[config.mk]
export PLATFORM = sky130hd
export DESIGN_NAME = addsub_serial_flat
export DESIGN_NICKNAME = d
export VERILOG_FILES = /design/src/rtl/addsub_serial_if.sv /design/src/rtl/addsub_serial.sv /design/src/flat_wrapper.sv
export SDC_FILE = /design/constraint.sdc
export NUM_CORES = 1
export LEC_CHECK = 0
export ABC_AREA = 1
export CAP_MARGIN = 20
export CORE_ASPECT_RATIO = 1.25
export CORE_MARGIN = 4
export CORE_UTILIZATION = 30
export CTS_CLUSTER_SIZE = 14
export DETAILED_ROUTE_END_ITERATION = 16
export PLACE_DENSITY = 0.58
export SLEW_MARGIN = 20
export SYNTH_ARGS = -nofsm -noshare
export SYNTH_HDL_FRONTEND = slang
export SYNTH_SLANG_ARGS = --single-unit
export TNS_END_PERCENT = 30
[constraint.sdc]
create_clock -name clk -period 4 [get_ports clk]
set_input_delay 0.8 -clock clk [delete_from_list [all_inputs] [get_ports clk]]
set_output_delay 0.8 -clock clk [all_outputs]
set_load 0.02 [all_outputs]
[src/rtl/addsub_serial_if.sv]
// Operand/result handshake bundle for the digit-serial add/subtract unit.
// The producer/consumer side uses the master modport, the unit uses slave.
interface addsub_serial_if #(
    parameter int WIDTH = 8
);
    logic             in_valid;
    logic             in_ready;
    logic [WIDTH-1:0] op_a;
    logic [WIDTH-1:0] op_b;
    logic             sub;
    logic             out_valid;
    logic             out_ready;
    logic [WIDTH-1:0] result;
    logic             carry;
    logic             overflow;
    logic             zero;

    modport master (
        output in_valid,
        output op_a,
        output op_b,
        output sub,
        output out_ready,
        input  in_ready,
        input  out_valid,
        input  result,
        input  carry,
        input  overflow,
        input  zero
    );

    modport slave (
        input  in_valid,
        input  op_a,
        input  op_b,
        input  sub,
        input  out_ready,
        output in_ready,
        output out_valid,
        output result,
        output carry,
        output overflow,
        output zero
    );
endinterface

[src/rtl/addsub_serial.sv]
// Digit-serial WIDTH-bit adder/subtractor. Adds DIGIT bits per CALC cycle,
// so one operation takes N = WIDTH/DIGIT cycles between acceptance and
// out_valid. Subtraction is a + ~b + 1, with the +1 entering as carry-in.
// Result and flags are registered and only change on entry to DONE.
module addsub_serial #(
    parameter int WIDTH = 8,
    parameter int DIGIT = 2
) (
    input  logic           clk,
    input  logic           rst_n,
    addsub_serial_if.slave bus
);
    localparam int N     = WIDTH / DIGIT;
    localparam int CNT_W = (N > 1) ? $clog2(N) : 1;
    // Only the upper WIDTH-DIGIT result bits need to be kept between digits;
    // the newest digit is always merged in combinationally at the top.
    localparam int HI_W  = (WIDTH > DIGIT) ? (WIDTH - DIGIT) : 1;

    typedef enum logic [1:0] {
        IDLE = 2'd0,
        CALC = 2'd1,
        DONE = 2'd2
    } state_t;

    state_t             state_r;
    logic [WIDTH-1:0]   a_r;
    logic [WIDTH-1:0]   b_r;
    logic               cin_r;
    logic [CNT_W-1:0]   cnt_r;
    logic               a_msb_r;
    logic               b_msb_r;
    logic [HI_W-1:0]    res_hi_r;

    logic [WIDTH-1:0]   result_r;
    logic               carry_r;
    logic               overflow_r;
    logic               zero_r;
    logic               in_ready_r;
    logic               out_valid_r;

    logic [DIGIT:0]     digit_sum_s;
    logic [WIDTH-1:0]   new_res_s;
    logic [HI_W-1:0]    next_hi_s;
    logic               last_s;
    logic [WIDTH-1:0]   b_in_s;

    // Two's-complement overflow: operands agree in sign, result does not.
    function automatic logic signed_overflow(input logic a_msb,
                                             input logic b_msb,
                                             input logic r_msb);
        return (a_msb == b_msb) && (r_msb != a_msb);
    endfunction

    // Digit adder, last-digit detect and operand-B conditioning for subtract
    always_comb begin
        digit_sum_s = {1'b0, a_r[DIGIT-1:0]} + {1'b0, b_r[DIGIT-1:0]}
                    + {{DIGIT{1'b0}}, cin_r};
        last_s      = (cnt_r == CNT_W'(N - 1));
        if (bus.sub) begin
            b_in_s = ~bus.op_b;
        end else begin
            b_in_s = bus.op_b;
        end
    end

    // Merge the new digit in from the MSB side of the partial result
    generate
        if (WIDTH > DIGIT) begin : g_multi_digit
            assign new_res_s = {digit_sum_s[DIGIT-1:0], res_hi_r};
            assign next_hi_s = new_res_s[WIDTH-1:DIGIT];
        end else begin : g_single_digit
            assign new_res_s = digit_sum_s[DIGIT-1:0];
            assign next_hi_s = {HI_W{1'b0}};
        end
    endgenerate

    // Control FSM with datapath shift registers and registered outputs
    always_ff @(posedge clk or negedge rst_n) begin
        if (!rst_n) begin
            state_r     <= IDLE;
            a_r         <= {WIDTH{1'b0}};
            b_r         <= {WIDTH{1'b0}};
            cin_r       <= 1'b0;
            cnt_r       <= {CNT_W{1'b0}};
            a_msb_r     <= 1'b0;
            b_msb_r     <= 1'b0;
            res_hi_r    <= {HI_W{1'b0}};
            result_r    <= {WIDTH{1'b0}};
            carry_r     <= 1'b0;
            overflow_r  <= 1'b0;
            zero_r      <= 1'b0;
            in_ready_r  <= 1'b1;
            out_valid_r <= 1'b0;
        end else begin
            case (state_r)
                IDLE: begin
                    if (bus.in_valid && in_ready_r) begin
                        a_r        <= bus.op_a;
                        b_r        <= b_in_s;
                        cin_r      <= bus.sub;
                        cnt_r      <= {CNT_W{1'b0}};
                        // Sign bits are shifted out during CALC, keep copies
                        a_msb_r    <= bus.op_a[WIDTH-1];
                        b_msb_r    <= b_in_s[WIDTH-1];
                        in_ready_r <= 1'b0;
                        state_r    <= CALC;
                    end else begin
                        in_ready_r <= 1'b1;
                        state_r    <= IDLE;
                    end
                end
                CALC: begin
                    a_r      <= a_r >> DIGIT;
                    b_r      <= b_r >> DIGIT;
                    cin_r    <= digit_sum_s[DIGIT];
                    res_hi_r <= next_hi_s;
                    cnt_r    <= cnt_r + CNT_W'(1);
                    if (last_s) begin
                        result_r    <= new_res_s;
                        carry_r     <= digit_sum_s[DIGIT];
                        overflow_r  <= signed_overflow(a_msb_r, b_msb_r,
                                                       new_res_s[WIDTH-1]);
                        zero_r      <= (new_res_s == {WIDTH{1'b0}});
                        out_valid_r <= 1'b1;
                        state_r     <= DONE;
                    end else begin
                        state_r     <= CALC;
                    end
                end
                DONE: begin
                    if (bus.out_ready) begin
                        out_valid_r <= 1'b0;
                        in_ready_r  <= 1'b1;
                        state_r     <= IDLE;
                    end else begin
                        state_r     <= DONE;
                    end
                end
                default: begin
                    out_valid_r <= 1'b0;
                    in_ready_r  <= 1'b1;
                    state_r     <= IDLE;
                end
            endcase
        end
    end

    assign bus.in_ready  = in_ready_r;
    assign bus.out_valid = out_valid_r;
    assign bus.result    = result_r;
    assign bus.carry     = carry_r;
    assign bus.overflow  = overflow_r;
    assign bus.zero      = zero_r;
endmodule

[src/flat_wrapper.sv]
// flat-port wrapper written by rule: the top's interface ports become plain ports
module addsub_serial_flat 
#(
    parameter int WIDTH = 8,
    parameter int DIGIT = 2
)
  (clk, rst_n, bus_in_valid, bus_op_a, bus_op_b, bus_sub, bus_out_ready, bus_in_ready, bus_out_valid, bus_result, bus_carry, bus_overflow, bus_zero);
  addsub_serial_if #(.WIDTH(WIDTH)) bus_i ();
  input  logic clk;
  input  logic rst_n;
  input wire logic [$bits(bus_i.in_valid)-1:0] bus_in_valid;
  input wire logic [$bits(bus_i.op_a)-1:0] bus_op_a;
  input wire logic [$bits(bus_i.op_b)-1:0] bus_op_b;
  input wire logic [$bits(bus_i.sub)-1:0] bus_sub;
  input wire logic [$bits(bus_i.out_ready)-1:0] bus_out_ready;
  output wire logic [$bits(bus_i.in_ready)-1:0] bus_in_ready;
  output wire logic [$bits(bus_i.out_valid)-1:0] bus_out_valid;
  output wire logic [$bits(bus_i.result)-1:0] bus_result;
  output wire logic [$bits(bus_i.carry)-1:0] bus_carry;
  output wire logic [$bits(bus_i.overflow)-1:0] bus_overflow;
  output wire logic [$bits(bus_i.zero)-1:0] bus_zero;
  assign bus_i.in_valid = bus_in_valid;
  assign bus_i.op_a = bus_op_a;
  assign bus_i.op_b = bus_op_b;
  assign bus_i.sub = bus_sub;
  assign bus_i.out_ready = bus_out_ready;
  assign bus_in_ready = bus_i.in_ready;
  assign bus_out_valid = bus_i.out_valid;
  assign bus_result = bus_i.result;
  assign bus_carry = bus_i.carry;
  assign bus_overflow = bus_i.overflow;
  assign bus_zero = bus_i.zero;
  addsub_serial #(.WIDTH(WIDTH), .DIGIT(DIGIT)) u_core (.clk(clk), .rst_n(rst_n), .bus(bus_i));
endmodule
==> flow_metrics.tcl <==
set metrics [dict create \
    status "finished, final reports clean" \
    synth_top_family_by_area "simple AND/OR/NAND/NOR gates" \
    drcViolationCount 0 \
    p_clk_share_pct 20.0 \
    critPathLaunch "u_core.bus.in_ready$_DFFE_PN1P_" \
    synth_cell_types 22 \
    fmax_ghz 0.442 \
    ys_top_cells_by_area "dfrtp_1, nand2_1, nand3_1" \
    hp-class "register to register" \
    gr-total-overflow 0 \
    setup_viol 0 \
    clock_latency_ps 290 \
    drt-vias-per-instance 4.26 \
    synthAdderAreaFrac_pct 2.60 \
    synth_compound_gate_area_share_pct 8.60 \
    dieArea_um2 8130 \
    startpoint_type "register" \
    synth_xor_area_share_pct 0.866 \
    irDropWorstVdd_v 0.000290 \
    worst_pin_slew_ps 906 \
    min_period_ps 2260 \
    num_rows 33 \
    synthCells 244 \
    r2r_slack_ps 2170 \
    initial_core_util_pct 30.8 \
    synth.net_count 268 \
    dp_hpwl_um 2710 \
    crit_end "bus_in_ready" \
    n_antenna_cell 0 \
    drv_slew 0 \
    track_usage_pct 11.0 \
    p_leak_nw 1.25 \
    wirelength_um 3880 \
    die_h_um 99.8 \
    avgSynthCellArea_um2 8.29 \
    grt_antenna_before_repair 0 \
    p_int_mw 1.21 \
    core_area_um2 6570 \
    h-tree-depth 2 \
    muxShareOfSynthArea_pct 0 \
    clk_pin_slew_ps 80 \
    drtIter0Drc 105 \
    maxSlewHeadroom_pct 39.6 \
    p_per_area_nw_per_um2 796 \
    worst_setup_path_end_kind "output pin" \
    p_switching_mw 0.801 \
    drv_cap 0 \
    comb_power_share_pct 44.0 \
    dieWidth_um 81.5 \
    grt_pass1_wl_um 6880 \
    yosysSeqAreaShare_pct 52.0 \
    area_growth_pct 24.6 \
    path_cells "clkdlybuf4s50_1" \
    synthSimpleGateAreaFrac_pct 27.0 \
    cp_num_cells 1 \
    hold_viol_final 0 \
    period_share_pct 56.6 \
    synth_top_area_share_pct 50.7 \
    layout-drive-gt1-share_pct 9.45 \
    ys_seq_elements 42 \
    sequentialPowerShare_pct 36.0 \
    critical_path.top_delay_family "buffers and inverters" \
    power_switching_share_pct 39.9 \
    cts_tree "done" \
    grt_pass1_vias 1594 \
    cp.arrival_ps 1460 \
    cts_resized 0 \
    ant_nets 0 \
    path_max_fanout 3 \
    cpPeakStageDelay_ps 610 \
    r2r-end "u_core.bus.overflow$_DFFE_PN0P_" \
    clock-sinks 42 \
    final_util_pct 38.4 \
    root_buffer "clkbuf_8" \
    wl_per_cell_um 10.7 \
    synth.largest_area_cell "dfrtp_1" \
    routabilityCongestion 0.714 \
    fin_tns_setup_ps 0 \
    ios 34 \
    yosysWarnings 0 \
    cts_setup_buffers 0 \
    synthesis.area_um2 2020 \
    numPortBuffers 33 \
    timing.rr.start "u_core.cin_r$_DFFE_PN0P_" \
    cts_hold_buf 0 \
    nets 298 \
    crit_buf_inv 1 \
    reg2reg_depth 7 \
    finalClockSkew_ps 6.51 \
    worstPathRequired_ps 3200 \
    rsz0062_at_grt "false" \
    drt_first_pass_iters 4 \
    cts.path.max_buffers 2 \
    min_from "u_core.bus.result[7]$_DFFE_PN0P_" \
    path_class "register to output pin" \
    cts_buffers 5 \
    cp_slowest_cell "clkdlybuf4s50_1" \
    grt_start_max_net_pins 46 \
    num_vias 1542 \
]
-- worst min path at each step --
stage / slack (ps) / depth (start not counted) / end
floorplan: 450 / 1 / u_core.cnt_r[0]$_DFFE_PN0P_
global placement: 460 / 2 / u_core.bus.result[0]$_DFFE_PN0P_
detailed placement: 470 / 2 / u_core.bus.zero$_DFFE_PN0P_
CTS: 490 / 2 / u_core.bus.result[0]$_DFFE_PN0P_
global route: 500 / 2 / u_core.bus.zero$_DFFE_PN0P_
finish: 490 / 2 / u_core.bus.result[7]$_DFFE_PN0P_
-- stage by stage --
step | setup slack [ps] | cell area [µm²] | hold slack (ps) | instances | total power [mW]
2_1_floorplan | 2300 | 2020 | 450 | 244 | 1.40
3_3_place_gp | 1540 | 2380 | 465 | 354 | 1.62
3_5_place_dp | 1550 | 2380 | 467 | 354 | 1.63
4_1_cts | 1710 | 2520 | 490 | 362 | 2.04
5_1_grt | 1690 | 2520 | 505 | 362 | 2.21
6_report | 1740 | 2520 | 486 | 362 | 2.01
-- cells in the mapped netlist, drive strengths merged --
library cell and count:
dfstp 1, inv 28, nand2 99, fa 2, ha 1, xnor2 1
nor2 6, dfrtp 41, o21ai 26, nand3 25, nand3b 1, xor2 1
a21oi 2, buf 10
-- sequential cells by signal, summed over array words and instances, names as in the netlist --
| register | flops |
|---|---|
| u_core.res_hi_r | 6 |
| u_core.bus.result | 8 |
| u_core.bus.out_valid | 1 |
| u_core.b_r | 8 |
| u_core.a_msb_r | 1 |
| u_core.state_r | 2 |
| u_core.cin_r | 1 |
| u_core.a_r | 8 |
| u_core.bus.zero | 1 |
| u_core.bus.in_ready | 1 |
| u_core.b_msb_r | 1 |
| u_core.cnt_r | 2 |
| u_core.bus.carry | 1 |
| u_core.bus.overflow | 1 |
-- metal layers --
metal	vias up	GRT usage [%]	share of wire (%)
met3	8	2.15	4.1
met5	-	0	0
met2	30	18.1	48
met4	0	5.46	2.1
met1	686	13.5	46
li1	818	-	-
-- layout make-up --
cell class | instances | area [µm²]
sequential | 42 | 1050
timing repair buffer | 33 | 325
tap | 87 | 109
inverter | 28 | 105
clock buffer | 5 | 68.8
multi-input combinational | 164 | 791
clock inverter | 3 | 68.8
fill | 661 | 4050
-- power groups by stage --
stage | combinational [mW] | sequential [mW] | clock (mW)
final | 0.884 | 0.722 | 0.401
after global routing | 1.04 | 0.745 | 0.429
after CTS | 0.906 | 0.724 | 0.411
after detailed placement | 0.900 | 0.732 | 0
after global placement | 0.891 | 0.726 | 0
after floorplan | 0.623 | 0.780 | 0
-- worst register-to-register path: cells and delay by family, from the launching register on --
| kind | cells | cell delay (ps) |
|---|---|---|
| AOI/OAI and AO/OA | 2 | 190 |
| and+or+nand+nor | 1 | 70 |
| DFF | 1 | 350 |
| adders and majority gates | 2 | 1030 |
| buffers and inverters | 2 | 130 |
-- kinds of logic after synthesis --
| kind of cell | count (synthesis) |
|---|---|
| simple gates | 131 |
| flops | 42 |
| buf+inv | 38 |
| compound gates | 28 |
| fa+ha+maj | 3 |
| xor+xnor | 2 |
-- layout by cell type, fill, tap and decap left out --
cell type,Yosys,layout
dfrtp_1,41,41
buf_2,6,1
o21ai_1,2,2
bufinv_16,0,2
o21ai_2,9,9
fa_1,2,2
xor2_1,1,1
nand2_1,97,97
clkinv_4,0,1
ha_1,1,1
nor2_4,1,1
nand2_2,1,1
xnor2_1,1,1
a21oi_1,2,2
nand2_4,1,1
dfstp_2,1,1
nor2_2,1,1
inv_2,3,3
nand3b_1,1,1
nand3_1,25,25
o21ai_0,15,15
nor2_1,4,4
clkdlybuf4s50_1,0,32
clkbuf_8,0,5
inv_1,25,25
No activity file was read; power rests on OpenSTA's default activity.
